<file path="config.mk">
export PLATFORM = sky130hd
export DESIGN_NAME = pc_sequencer
export DESIGN_NICKNAME = d
export VERILOG_FILES = /design/src/rtl/pc_sequencer.sv
export SDC_FILE = /design/constraint.sdc
export NUM_CORES = 1
export LEC_CHECK = 0
export CAP_MARGIN = 10
export CORE_MARGIN = 3
export CORE_UTILIZATION = 37
export DETAILED_ROUTE_END_ITERATION = 10
export GPL_TIMING_DRIVEN = 0
export PLACE_DENSITY = 0.77
export SYNTH_ARGS = -nofsm -noshare
export SYNTH_HDL_FRONTEND = slang
export SYNTH_SLANG_ARGS = --single-unit
export TNS_END_PERCENT = 100
</file>
<file path="constraint.sdc">
create_clock -name Clk -period 4.5 [get_ports Clk]
set_input_delay 0.675 -clock Clk [delete_from_list [all_inputs] [get_ports Clk]]
set_output_delay 0.675 -clock Clk [all_outputs]
set_load 0.01 [all_outputs]
</file>
<file path="src/rtl/pc_sequencer.sv">
// rtl/pc_sequencer.sv - program counter owner with IDLE/RUN/HALTED sequencing
// Optional branch/cycle statistics counters enabled by PC_BRANCH_STATS_EN.
module pc_sequencer #(
  parameter int unsigned    D          = 12,
  parameter logic [D-1:0]   PROG0_ADDR = '0,
  parameter logic [D-1:0]   PROG1_ADDR = 12'h100,
  parameter logic [D-1:0]   PROG2_ADDR = 12'h200
) (
  input  logic         Clk,
  input  logic         Reset,
  input  logic         Start,
  input  logic [1:0]   prog_sel,
  input  logic         branch_en,
  input  logic         taken,
  input  logic [D-1:0] target,
  input  logic         halt,
  output logic [D-1:0] prog_ctr,
  output logic         running,
  output logic         Done
`ifdef PC_BRANCH_STATS_EN
  ,
  output logic [15:0]  branch_count,
  output logic [15:0]  cycle_count
`endif
);

  typedef enum logic [1:0] {
    S_IDLE   = 2'd0,
    S_RUN    = 2'd1,
    S_HALTED = 2'd2
  } state_t;

  state_t       r_state;
  logic [D-1:0] r_pc;
  logic         r_running;
  logic         r_done;
  logic [D-1:0] w_start_addr;
  logic         w_take;

  always_comb begin
    w_start_addr = PROG0_ADDR;
    case (prog_sel)
      2'd0:    w_start_addr = PROG0_ADDR;
      2'd1:    w_start_addr = PROG1_ADDR;
      default: w_start_addr = PROG2_ADDR;
    endcase
  end

  // Halt has priority, so a branch only counts as taken when halt is low.
  assign w_take = !halt && branch_en && taken;

  always_ff @(posedge Clk) begin
    if (Reset) begin
      r_state   <= S_IDLE;
      r_pc      <= '0;
      r_running <= 1'b0;
      r_done    <= 1'b0;
    end else begin
      case (r_state)
        S_RUN: begin
          if (halt) begin
            r_state   <= S_HALTED;
            r_running <= 1'b0;
            r_done    <= 1'b1;
          end else if (w_take) begin
            r_pc <= r_pc + target;
          end else begin
            r_pc <= r_pc + 1'b1;
          end
        end
        default: begin
          if (Start) begin
            r_state   <= S_RUN;
            r_pc      <= w_start_addr;
            r_running <= 1'b1;
            r_done    <= 1'b0;
          end
        end
      endcase
    end
  end

  assign prog_ctr = r_pc;
  assign running  = r_running;
  assign Done     = r_done;

`ifdef PC_BRANCH_STATS_EN
  logic [15:0] r_branch_count;
  logic [15:0] r_cycle_count;

  always_ff @(posedge Clk) begin
    if (Reset) begin
      r_branch_count <= '0;
      r_cycle_count  <= '0;
    end else if (r_state != S_RUN) begin
      if (Start) begin
        r_branch_count <= '0;
        r_cycle_count  <= '0;
      end
    end else begin
      if (r_cycle_count != 16'hFFFF)
        r_cycle_count <= r_cycle_count + 16'd1;
      if (w_take && r_branch_count != 16'hFFFF)
        r_branch_count <= r_branch_count + 16'd1;
    end
  end

  assign branch_count = r_branch_count;
  assign cycle_count  = r_cycle_count;
`endif

endmodule

</file>
Word level (Yosys, flattened, before mapping)
Index checks and enable logic that the tools add are counted.
Word-level totals
  bits in registers: 16
  input port bits: 20
  output and inout bits: 14
  word-level logic and storage cells: 31
Operators by class
  add/subtract/negate cells: 2
  eq/ne operators: 4
  muxes and demuxes: 14
  reduce and logical (&&, ||, !) cells: 7
Operator list (count)
  $mux W12: 4
  $pmux W10 S2: 1
  $add A12 B1 Y12 const B: 1
  $add A12 B12 Y12: 1
  $mux W1: 6
  $mux W2: 3
  $eq A2 B1 Y1 const B: 2
  $ne A2 B2 Y1 const B: 2
  $reduce_and A2 Y1: 2
  $logic_and A1 B1 Y1: 2
  $logic_not A2 Y1: 1
  $reduce_bool A2 Y1: 1
  $logic_not A1 Y1: 1

Depth between registers and ports, before layout
Gate-level depths: netlist of the first run.
  depth after elaboration: 6
  mapped depth: 10
  depth with buffers taken out: 9

Worst setup path after synthesis of the first run
Ideal clock, no wire load.
  kind: input -> register
  start point: input port branch_en
  end point: register r_pc[10] (netlist: prog_ctr[10])
  library setup time: 0.084 ns
  arrival time: 2.470 ns
  data required time: 4.416 ns
  slack: 1.946 ns
  cell stages on the path: 9
  path buffers: 1
  cells stage by stage: and3b_1 > clkbuf_1 > and2_1 > fa_1 > a21oi_2 > nor3_2 > o311ai_1 > a21boi_0 > o31ai_2
Between the ends
  cells in the longest elaborated chain, start to end: 5
RTL lines
  start, declared: line 13  | input logic branch_en,
  $logic_and A1 B1 Y1 (2 in series): line 50  | assign w_take = !halt && branch_en && taken;
  $mux W12: line 65  | end else if (w_take) begin
  $mux W12: line 61  | if (halt) begin
  $mux W12: line 59  | case (r_state)
  end signal, assigned: line 66  | r_pc <= r_pc + target;
  end signal, assigned: line 68  | r_pc <= r_pc + 1'b1;
  end signal, assigned: line 74  | r_pc <= w_start_addr;
  end, declared: line 34  | logic [D-1:0] r_pc;
No other way between the ends. The select of a mux whose other input is x is not followed.
A chain may end at the register's enable or synchronous reset.

Worst setup path in the final report of the first run
  start point: input port halt
  end point: register r_pc[10] (netlist: prog_ctr[10])
Between the ends
  cells in the longest elaborated chain, start to end: 6
  elaborated cells between the ends (all ways): 8
  classes of those cells: 1 x eq/ne; 3 x mux; 4 x reduce/logical
RTL lines
  start, declared: line 16  | input logic halt,
  $logic_not A1 Y1: line 50
  $logic_and A1 B1 Y1 (2 in series): line 50
  $mux W12: line 65
  $mux W12: line 61
  $mux W12: line 59
Parallel ways exist; a longest one is shown, timed or not. The select of a mux whose other input is x is not followed.

==> impl_metrics.yaml, run 1 <==
outcome:
  outcome: "finished, final reports clean"
routing:
  detail-route-antenna-nets: 0
  drtPass1Iterations: 4
  wl_per_cell_um: 13.3
  vias_per_cell: 5.19
  drcViolationCount: 0
  wirelength_um: 2930
  drt_iter0_markers: 50
  vias: 1147
critical_path:
  path_class: "in -> reg"
  crit_path_start: "halt"
  crit_slowest_cell: "clkdlybuf4s50_1"
  worst_ep_arrival_time_ps: 3500
  required_ps: 4710
  reg2reg_from: "prog_ctr[0]"
  crit_end: "prog_ctr[10]"
  path_depth: 10
  path_delay_family: "compound AO/OA/AOI/OAI gates"
  cp-end-kind: "register"
  path_cells: "clkdlybuf4s50_1, and3b_1, clkbuf_1, and2_1, fa_1, a21oi_2, nor3_2, o311ai_1, a21boi_0, o31ai_2"
  rr_endpoint: "prog_ctr[10]"
  ff2ff_path_depth: 7
  crit_fanout: 10
  max_stage_delay_ps: 610
  worst-path-buf-inv: 2
  start_kind: "input port"
  regToRegSetupSlack_ps: 2380
sta:
  whs_ps: 487
  period_share: 0.732
  tightest_slew_ps: 524
  finalWorstSetupSlack_ps: 1210
  maxSlewViolCount: 0
  hold_viol_final: 0
  max_freq_mhz: 304
  rsz0062_at_grt: "false"
  period_minus_slack_ps: 3290
  relSlewSlack: 0.650
  fin_setup_tns_ps: 0
  setup_viol: 0
  finClkSkew_ps: 2.77
global_routing:
  overflow: 0
  use_met1: 0.195
  grtUsageTotal: 0.152
  top_usage_layer: "met2"
  grt_max_degree: 11
  antenna_found_initial: 0
  grt_pass1_wl_um: 4990
  use_met2: 0.262
  first_global_vias: 1071
  met3_usage: 0.0360
synth:
  ys_seq_area_frac: 0.236
  ys_ff_latch: 14
  yosysTopAreaCellShare: 0.236
  synth_edf_count: 0
  ys_async_sr_fraction: 0
  syn_area_sq_um: 1190
  syn_inst: 142
  synth_area_leaders: "dfxtp_1, ha_1, and2_1, nand2_1, a21oi_1"
  synth.top_cells.by_count: "nand2_1, dfxtp_1, and2_1, ha_1, nor2_1"
  synth_most_common_cell: "nand2_1"
  synth_ff_type: "dfxtp_1"
  yosysUniqueCellTypes: 45
  synth_area_per_cell_sq_um: 8.37
  yosysTopAreaCell: "dfxtp_1"
  yosys_warnings: 0
  syn_nets: 174
cells_and_area:
  n_antenna_cell: 0
  final_util: 0.554
  final_layout_size_suffix_gt1_frac: 0.112
  postLayoutCellArea_sq_um: 1610
  syn_to_final_growth_pct: 35.3
  final_cells: 221
  num-nets-final: 212
clock_tree:
  clockBufferDepth: 2
  worstSkewPairLatency_ps: 280
  path_clk_slew_ps: 100
  cts_hold_buf: 0
  cts_tree: "yes"
  cts.sinks: 14
  ctsResizeCount: 0
  cts_setup_buffers: 0
  numCtsBuffers: 3
  htreeDepth: 1
  clockRootBuffer: "clkbuf_4"
placement:
  placedCellCount: 217
  port_buffers: 33
  post-place-ws_ps: 898
  dpl.hpwl_um: 2300
  finalWeightedCongestion: 0.876
  placed_area_sq_um: 1570
floorplanning:
  num_rows: 19
  fp.dieH_um: 62.7
  start_util: 0.410
  coreArea_sq_um: 2900
  pin_count: 34
  dieArea_sq_um: 3930
  die_w_um: 62.7
pwr:
  p_switching_mw: 0.0855
  switching_share: 0.282
  internal_power_mw: 0.218
  comb_power_share: 0.251
  p_total_mw: 0.303
  power_frac_seq: 0.436
  powerDensity_nw_per_um2: 189
  ir_drop_uv: 136
  clock_power_share: 0.313
  power_leakage_nw: 0.645
min_path:
  hp-class: "reg -> reg"
flow_run:
  drv_cap: 0
[routing by layer]
| layer | vias up | wire (um) |
|---|---|---|
| met1 | 527 | 1390 |
| met4 | 0 | 8 |
| met3 | 2 | 99 |
| met5 | - | 0 |
| met2 | 19 | 1430 |
| li1 | 599 | - |
[placed cells by master, fill, tap and decap left out, types with 2 or more instances in the layout]
master            n
o311ai_1          2
a21oi_2           5
xor2_1            4
and3_1            2
dfxtp_1          14
inv_1             2
and2_1           11
nand2b_1          3
nor2b_1           3
nand2_1          15
o211ai_1          4
clkbuf_4          3
clkdlybuf4s50_1  33
xnor2_1           3
nor3_1            6
o21ai_0           2
nor2_1           10
ha_1             11
a211oi_1          2
and3b_1           3
a22oi_1           6
a21oi_1           9
[worst register-to-register path, cell delays in order (launching register included)]
cell and delay [ps]:
dfxtp_1 340, ha_1 250, fa_1 440, a21oi_2 250, nor3_2 90, o311ai_1 340, a21boi_0 170, o31ai_2 190
[power by group through the flow]
stage / clock network, mW / logic [mW] / registers [mW]
global placement: 0 / 0.0741 / 0.135
global route: 0.104 / 0.0832 / 0.133
finish: 0.0949 / 0.0762 / 0.132
detailed placement: 0 / 0.0757 / 0.135
floorplan: 0 / 0.0392 / 0.137
CTS: 0.0984 / 0.0762 / 0.132
[flip-flops by register name, indices dropped and copies added (netlist names)]
name,flops
Done,1
r_state,1
prog_ctr,12
[area by class of cell]
type	instances	area, sq um
multi-input cells	122	881
repair buffers	33	330
well taps	42	52.6
plain buffers	4	20.0
inverters	2	7.51
flip-flops and latches	14	280
clock buffers	4	36.3
fillers	283	1290
[worst min-delay path by stage]
stage                      startpoint          end  cells after the start
after floorplan           prog_ctr[7]  prog_ctr[7]                      2
after global placement    prog_ctr[7]  prog_ctr[7]                      2
after detailed placement  prog_ctr[7]  prog_ctr[7]                      2
after CTS                 prog_ctr[7]  prog_ctr[7]                      2
after global routing      prog_ctr[6]  prog_ctr[6]                      2
final                     prog_ctr[7]  prog_ctr[7]                      2
[logic make-up (layout without fill, tap and decap cells)]
logic type / Yosys count / after routing / synth area share
simple gates: 59 / 59 / 0.273
compound gates: 43 / 43 / 0.276
flops: 14 / 14 / 0.236
fa+ha+maj: 12 / 12 / 0.133
xor+xnor: 7 / 7 / 0.0516
buf+inv: 6 / 43 / 0.0232
mux: 1 / 1 / 0.00842
No activity file was read; power rests on OpenSTA's default activity.
==> run 2, diff against run 1 <==
==> constraint.sdc (replaced) <==
create_clock -name Clk -period 3.2 [get_ports Clk]
set_input_delay 0.48 -clock Clk [delete_from_list [all_inputs] [get_ports Clk]]
set_output_delay 0.48 -clock Clk [all_outputs]
set_load 0.01 [all_outputs]
==> impl_metrics.yaml, run 2 (synthesized netlist as in run 1, its figures left out) <==
outcome:
  outcome: "finished, final reports clean"
routing:
  vias: 1159
  detail-route-antenna-nets: 0
  wl_per_cell_um: 13.2
  wirelength_um: 2920
  drt_iter0_markers: 48
  vias_per_cell: 5.24
  drtPass1Iterations: 4
  drcViolationCount: 0
global_routing:
  first_global_vias: 1071
  grt_max_degree: 11
  grt_pass1_wl_um: 4990
  grtUsageTotal: 0.152
  overflow: 0
  antenna_found_initial: 0
critical_path:
  required_ps: 3410
  crit_fanout: 10
  ff2ff_path_depth: 7
  start_kind: "input port"
  worst-path-buf-inv: 2
  regToRegSetupSlack_ps: 1080
  path_class: "in -> reg"
  path_delay_family: "compound AO/OA/AOI/OAI gates"
  crit_slowest_cell: "fa_1"
  reg2reg_from: "prog_ctr[0]"
  rr_endpoint: "prog_ctr[10]"
  path_cells: "clkdlybuf4s50_1, and3b_1, clkbuf_1, and2_1, fa_1, a21oi_2, nor3_2, o311ai_1, a21boi_0, o31ai_2"
  worst_ep_arrival_time_ps: 3070
  max_stage_delay_ps: 460
  cp-end-kind: "register"
clock_tree:
  htreeDepth: 1
  cts_tree: "yes"
  path_clk_slew_ps: 100
  worstSkewPairLatency_ps: 280
  clockRootBuffer: "clkbuf_4"
  clockBufferDepth: 2
  ctsResizeCount: 0
  cts.sinks: 14
  cts_setup_buffers: 0
  numCtsBuffers: 3
  cts_hold_buf: 0
floorplanning:
  pin_count: 34
  num_rows: 19
  dieArea_sq_um: 3930
  coreArea_sq_um: 2900
  start_util: 0.410
  die_w_um: 62.7
  fp.dieH_um: 62.7
cells_and_area:
  final_layout_size_suffix_gt1_frac: 0.112
  largest_reg_flops: 12
  postLayoutCellArea_sq_um: 1610
  n_antenna_cell: 0
  final_util: 0.555
  final_cell_mix: "clkdlybuf4s50_1, nand2_1, dfxtp_1"
  syn_to_final_growth_pct: 35.5
  layout_commonest_cell: "clkdlybuf4s50_1"
  fillers: 283
  num-nets-final: 212
min_path:
  worstHoldStart: "prog_ctr[7]"
  hp-class: "reg -> reg"
  hold_depth: 2
  whs_endpoint: "prog_ctr[7]"
sta:
  period_minus_slack_ps: 2860
  max_freq_mhz: 349
  setup_viol: 0
  rsz0062_at_grt: "false"
  finClkSkew_ps: 2.80
  period_share: 0.895
  hold_viol_final: 0
  maxSlewViolCount: 0
  tightest_slew_ps: 507
  relSlewSlack: 0.659
pwr:
  ir_drop_uv: 191
  powerDensity_nw_per_um2: 265
  power_leakage_nw: 0.654
  p_total_mw: 0.426
placement:
  finalWeightedCongestion: 0.876
  port_buffers: 33
  placed_area_sq_um: 1570
  dpl.hpwl_um: 2300
flow_run:
  drv_cap: 0
[run 2: changes by cell type in the layout (fill, tap and decap cells not counted)]
| cell | change |
|---|---|
| clkdlybuf4s50_1 | -1 |
| dlymetal6s2s_1 | +1 |
[run 2: per-stage QoR]
| stage | hold slack (ps) | instances | setup slack [ps] | TNS [ps] |
|---|---|---|---|---|
| finish | 485 | 221 | 336 | 0 |
| detailed placement | 476 | 217 | -207 | -335 |
| global placement | 453 | 217 | -113 | -166 |
| floorplan | 486 | 142 | 841 | 0 |
| CTS | 488 | 221 | 81.7 | 0 |
| global route | 523 | 221 | 191 | 0 |
[run 2: worst min-delay path, cell delays in order, from the launching register on]
cell and delay [ps]:
dfxtp_1 340, nand2_1 50, o21ai_1 50
[run 2: worst max path at each step]
stage	startpoint	end	slack, ps	cells after the start
after floorplan	branch_en	prog_ctr[10]	840	9
after global placement	halt	prog_ctr[10]	-110	10
after detailed placement	halt	prog_ctr[10]	-210	10
after CTS	halt	prog_ctr[10]	80	10
after global routing	branch_en	prog_ctr[10]	190	10
final	branch_en	prog_ctr[10]	340	10
[run 2: routing by layer]
layer  GRT usage  wire [um]
met5           0          0
met4      0.0248          8
met1       0.195       1350
met3      0.0360        117
met2       0.262       1440
[run 2: final cells by class]
class	count	area [sq um]	area share
inverters	2	7.51	0.00466
clock buffers	4	36.3	0.0225
well taps	42	52.6	0.0326
multi-input cells	122	881	0.547
flip-flops and latches	14	280	0.174
repair buffers	33	333	0.207
plain buffers	4	20.0	0.0124
[run 2: power breakdown]
group          leakage (nW)  total, mW  internal (mW)  switching (mW)
clock                0.0210      0.134         0.0692          0.0643
combinational         0.519      0.107         0.0567          0.0500
sequential            0.114      0.186          0.180         0.00570
==> run 3, diff against run 2 <==
--- a/config.mk
+++ b/config.mk
@@ -5,7 +5,7 @@
 export SDC_FILE = /design/constraint.sdc
 export NUM_CORES = 1
 export LEC_CHECK = 0
-export CAP_MARGIN = 10
+export CAP_MARGIN = 15
 export CORE_MARGIN = 3
 export CORE_UTILIZATION = 37
 export DETAILED_ROUTE_END_ITERATION = 10
==> results of run 3 <==
The final DEF is identical to that of run 2; final timing and power are the same.
